[src/rtl/instruction_fetch_param.sv]
// Instruction fetch stage: PC register, branch/jump/sequential next-PC
// selection and a 2-entry fetch buffer between a 1-cycle-latency
// synchronous instruction memory and a back-pressuring IF/ID register.
//
// Handshake: the head entry is offered with instr_valid and leaves the
// buffer in a cycle where instr_valid & id_ready & enable & !redirect.
// instr_valid depends only on stored state and reset, never on id_ready,
// and the head is stable until it transfers or a redirect flushes it.
module instruction_fetch_param #(
  parameter int                     PC_WIDTH       = 6,
  parameter int                     MEM_ADDR_WIDTH = 10,
  parameter int                     INSTR_WIDTH    = 32,
  parameter logic [PC_WIDTH-1:0]    RESET_PC       = '0,
  parameter logic [INSTR_WIDTH-1:0] NOP_INSTR      = '0
) (
  input  logic                      clock,
  input  logic                      reset,
  input  logic                      enable,
  input  logic                      branch_taken,
  input  logic [PC_WIDTH-1:0]       branch_address,
  input  logic                      jump_taken,
  input  logic [PC_WIDTH-1:0]       jump_address,
  output logic                      imem_rd_en,
  output logic [MEM_ADDR_WIDTH-1:0] imem_addr,
  input  logic [INSTR_WIDTH-1:0]    imem_data,
  output logic [INSTR_WIDTH-1:0]    instr_out,
  output logic [PC_WIDTH-1:0]       pc_out,
  output logic                      instr_valid,
  input  logic                      id_ready
);

  logic [PC_WIDTH-1:0]    fetch_pc_q, fetch_pc_d;
  logic [1:0]             count_q, count_d;
  logic                   inflight_q;
  logic [PC_WIDTH-1:0]    inflight_pc_q;
  logic [INSTR_WIDTH-1:0] buf_instr_q [2];
  logic [INSTR_WIDTH-1:0] buf_instr_d [2];
  logic [PC_WIDTH-1:0]    buf_pc_q    [2];
  logic [PC_WIDTH-1:0]    buf_pc_d    [2];

  logic                   redirect;
  logic                   pop;
  logic                   capture;
  logic                   rd_en;
  logic [2:0]             occupancy;
  logic [PC_WIDTH-1:0]    issue_addr;

  // A redirect is only honoured while the stage is enabled.
  assign redirect    = enable & (branch_taken | jump_taken);
  assign instr_valid = (count_q != 2'd0) & ~reset;
  assign pop         = instr_valid & id_ready & enable & ~redirect;

  // Buffered entries plus the outstanding read: a slot is always reserved
  // for data already in flight, so the buffer can never overflow.
  assign occupancy   = {1'b0, count_q} + {2'b00, inflight_q};
  assign rd_en       = enable & ~reset & ((occupancy < 3'd2) | pop | redirect);

  // Branch beats jump, jump beats sequential.
  assign issue_addr  = branch_taken ? branch_address :
                       jump_taken   ? jump_address   : fetch_pc_q;

  // Returning data is dropped when a redirect makes it stale.
  assign capture     = inflight_q & ~redirect;

  assign imem_rd_en  = rd_en;
  assign imem_addr   = MEM_ADDR_WIDTH'(issue_addr);
  assign instr_out   = instr_valid ? buf_instr_q[0] : NOP_INSTR;
  assign pc_out      = instr_valid ? buf_pc_q[0]    : '0;
  assign fetch_pc_d  = rd_en ? issue_addr + 1'b1 : fetch_pc_q;

  // Next buffer contents: entry 0 is always the head; pop shifts, capture appends.
  always_comb begin
    count_d        = count_q;
    buf_instr_d[0] = buf_instr_q[0];
    buf_instr_d[1] = buf_instr_q[1];
    buf_pc_d[0]    = buf_pc_q[0];
    buf_pc_d[1]    = buf_pc_q[1];
    if (redirect) begin
      count_d = 2'd0;
    end else if (pop && capture) begin
      if (count_q == 2'd1) begin
        buf_instr_d[0] = imem_data;
        buf_pc_d[0]    = inflight_pc_q;
      end else begin
        buf_instr_d[0] = buf_instr_q[1];
        buf_pc_d[0]    = buf_pc_q[1];
        buf_instr_d[1] = imem_data;
        buf_pc_d[1]    = inflight_pc_q;
      end
    end else if (pop) begin
      buf_instr_d[0] = buf_instr_q[1];
      buf_pc_d[0]    = buf_pc_q[1];
      count_d        = count_q - 2'd1;
    end else if (capture) begin
      buf_instr_d[count_q[0]] = imem_data;
      buf_pc_d[count_q[0]]    = inflight_pc_q;
      count_d                 = count_q + 2'd1;
    end
  end

  // Control state: PC, occupancy and the in-flight tag; reset wins over all.
  always_ff @(posedge clock) begin
    if (reset) begin
      fetch_pc_q    <= RESET_PC;
      count_q       <= 2'd0;
      inflight_q    <= 1'b0;
      inflight_pc_q <= '0;
    end else begin
      fetch_pc_q <= fetch_pc_d;
      count_q    <= count_d;
      inflight_q <= rd_en;
      if (rd_en) inflight_pc_q <= issue_addr;
    end
  end

  // Buffer payload storage; contents are qualified by count_q so no reset is needed.
  always_ff @(posedge clock) begin
    buf_instr_q <= buf_instr_d;
    buf_pc_q    <= buf_pc_d;
  end

endmodule

[config.mk]
export PLATFORM = sky130hd
export DESIGN_NAME = instruction_fetch_param
export DESIGN_NICKNAME = d
export VERILOG_FILES = /design/src/rtl/instruction_fetch_param.sv
export SDC_FILE = /design/constraint.sdc
export NUM_CORES = 1
export LEC_CHECK = 0
export CORE_ASPECT_RATIO = 0.6
export CORE_MARGIN = 4
export CORE_UTILIZATION = 53
export DETAILED_ROUTE_END_ITERATION = 16
export GPL_ROUTABILITY_DRIVEN = 0
export PLACE_DENSITY = 0.85
export SLEW_MARGIN = 25
export SYNTH_ARGS = -nofsm -noshare
export SYNTH_HDL_FRONTEND = slang
export SYNTH_SLANG_ARGS = --single-unit
export TNS_END_PERCENT = 50
[constraint.sdc]
create_clock -name clock -period 21 [get_ports clock]
set_input_delay 4.2 -clock clock [delete_from_list [all_inputs] [get_ports clock]]
set_output_delay 4.2 -clock clock [all_outputs]
set_load 0.01 [all_outputs]
==> flow_metrics.tcl <==
set metrics [dict create \
    cpMostUsedCell "clkdlybuf4s50_1" \
    timing.hold.ws_ns 0.499 \
    drive_gt1_share_pct 8.07 \
    mostFrequentLayoutCells "clkdlybuf4s50_1 (95), edfxtp_1 (76), and2_1 (39)" \
    finalHoldViolations 0 \
    yosysSeqAreaShare_pct 62.6 \
    crit_buf_inv 4 \
    synth.avg_cell_area_um2 13.2 \
    dieArea_mm2 0.00931 \
    antenna_cells 0 \
    vias_per_cell 5.37 \
    synth_cell_types 38 \
    grt_max_degree 40 \
    post_cts_resized 0 \
    firstDrtPassIters 4 \
    clock_path_buffers 2 \
    rsz0062_at_grt "no" \
    ant_nets 0 \
    wl_per_cell_um 17.2 \
    leakage_nw 1.95 \
    hold_buffers 0 \
    cp-startpoint "reset" \
    clock-root-buffer "clkbuf_16" \
    clkSinkCount 91 \
    hold_path_class "reg -> reg" \
    numCtsBuffers 9 \
    fp.dieH_um 76.4 \
    worstPathRequired_ns 16.80 \
    grt_pass1_wl_mm 14.6 \
    rows 24 \
    insertion_delay_ns 0.33 \
    timing.final.crit_share_pct 51.3 \
    setup_viol 0 \
    synth_area_mm2 0.00413 \
    r2r-start "count_q[0]$_SDFFE_PP0P_" \
    synthCells 313 \
    drv_cap 0 \
    path_class "in -> out" \
    drt-total-wl_mm 8.81 \
    min_period_ns 10.77 \
    ioPinCount 100 \
    ys_seq_elements 91 \
    start_util_pct 55.6 \
    dp.final_hpwl_mm 5.99 \
    nFillCells 520 \
    coreArea_mm2 0.00742 \
    vias 2753 \
    tritoncts "yes" \
    stdcell_count 513 \
    mostFrequentLayoutCell "clkdlybuf4s50_1" \
    outcome "complete, no violations" \
    cts.clk_slew.worst_paths_ns 0.06 \
    slew_violations 0 \
    startpoint_type "input port" \
    syn2layout_area_growth_pct 34.0 \
    tightest_slew_ns 0.971 \
    worstPathArrival_ns 6.57 \
    tns_ns 0 \
    fin_skew_ns 0.00916 \
    critPathMaxFanout 18 \
    post_cts_buffers 0 \
    grt-ovfl-total 0 \
    htree_levels 3 \
    max_stage_delay_ns 0.71 \
    path_cells "clkdlybuf4s50_1, nor2_2, nand4_4, inv_4, o31ai_4, inv_2, clkdlybuf4s50_1" \
    remaining_drc_errors 0 \
    power-per-cell-area_mw_per_mm2 73.5 \
    critPathTopFamily "buffers and inverters" \
    fmax_ghz 0.0929 \
    grt_usage_pct 19.9 \
    die_w_um 122 \
    slew_headroom_pct 35.1 \
    ys_warn_count 0 \
    hold_depth 2 \
    fin_nets 461 \
    ir_worst_vdd_mv 0.0526 \
    worst-path-stages 7 \
    hp-start "fetch_pc_q[4]$_SDFFE_PP0P_" \
    slowest_stage "clkdlybuf4s50_1" \
    first_iter_violations 235 \
    antenna_found_initial 0 \
    cp-end-kind "output pin" \
    rr_worst_depth 9 \
    grt_pass1_vias 2816 \
    portBuffers 95 \
    dp.cells 497 \
]
[flip-flops by register name, indices dropped and copies added, names as in the netlist]
register / count
fetch_pc_q: 6
buf_instr_q: 64
inflight_pc_q: 6
inflight_q: 1
buf_pc_q: 12
count_q: 2
[metrics by stage]
step                total power, mW  cell area, um^2  utilization [%]  setup slack [ns]
floorplan                     0.228             4140                -              9.10
global placement              0.247             5190             70.0             10.30
detailed placement            0.249             5220             70.4             10.22
CTS                           0.410             5530             74.6             10.22
global route                  0.422             5530             74.6             10.06
finish                        0.406             5530             74.6             10.23
[final timing paths]
| kind | end | slack (ns) |
|---|---|---|
| min | fetch_pc_q[4]$_SDFFE_PP0P_ | 0.50 |
| max reg2reg | buf_pc_q[9]$_DFFE_PP_ | 17.99 |
| min reg2reg | fetch_pc_q[4]$_SDFFE_PP0P_ | 0.50 |
| max | imem_rd_en | 10.23 |
[area by class of cell]
type	count	area (um^2)	share of cell area, %
repair buffers	101	1020	18.4
well taps	104	130	2.35
clock inverters	2	13.8	0.249
flip-flops and latches	91	2580	46.7
clock buffers	14	297	5.36
multi-input cells	195	1470	26.5
inverters	6	25.0	0.452
[worst reg2reg max path: stages, from the launching register on]
cell     delay (ns)
dfxtp_1        0.58
inv_1          0.10
ha_1           0.23
nor2_2         0.18
nand4_4        0.20
inv_4          0.16
ha_1           0.37
mux2i_4        0.64
buf_16         0.24
a22o_1         0.17
[per-layer routing]
metal | share of wire [%] | vias to the layer above | track usage [%] | wire, um
li1 | - | 1303 | - | -
met1 | 46 | 1347 | 28.8 | 4040
met2 | 46 | 86 | 29.6 | 4080
met3 | 5.8 | 17 | 5.42 | 515
met4 | 1.9 | 0 | 5.48 | 167
met5 | 0 | - | 0 | 0
[cells by family after synthesis]
family,synth area share (%)
flops,62.6
xor+xnor,1.06
buf+inv,3.43
simple gates,15.6
mux,3.40
fa+ha+maj,2.12
other cells,0.0909
compound gates,11.7
[power breakdown]
group	total (mW)	switching (mW)	internal, mW
Combinational	0.0425	0.0192	0.0233
Clock	0.161	0.0632	0.0981
Sequential	0.202	0.00201	0.200
Total	0.406	0.0845	0.322
[synth_stat cells, drive strengths merged]
master / n / share of area [%]
dfxtp: 15 / 7.3
conb: 1 / 0.091
a21oi: 1 / 0.12
nand2b: 1 / 0.15
nand4: 1 / 0.52
nand2: 7 / 0.64
inv: 6 / 0.61
a2111oi: 3 / 0.79
nor3: 1 / 0.12
and2b: 1 / 0.18
edfxtp: 76 / 55
clkbuf: 11 / 1.0
o31ai: 2 / 0.70
o21bai: 1 / 0.18
a311oi: 1 / 0.21
and3: 2 / 0.30
xor2: 1 / 0.21
nor2b: 39 / 6.0
nor2: 16 / 1.7
and2: 39 / 5.9
o21ai: 6 / 0.73
nand3: 1 / 0.12
buf: 13 / 1.8
mux2i: 14 / 3.4
a22o: 38 / 8.1
ha: 7 / 2.1
xnor2: 4 / 0.85
a211oi: 5 / 0.91
Note: power is estimated with default switching activity, not from simulation.
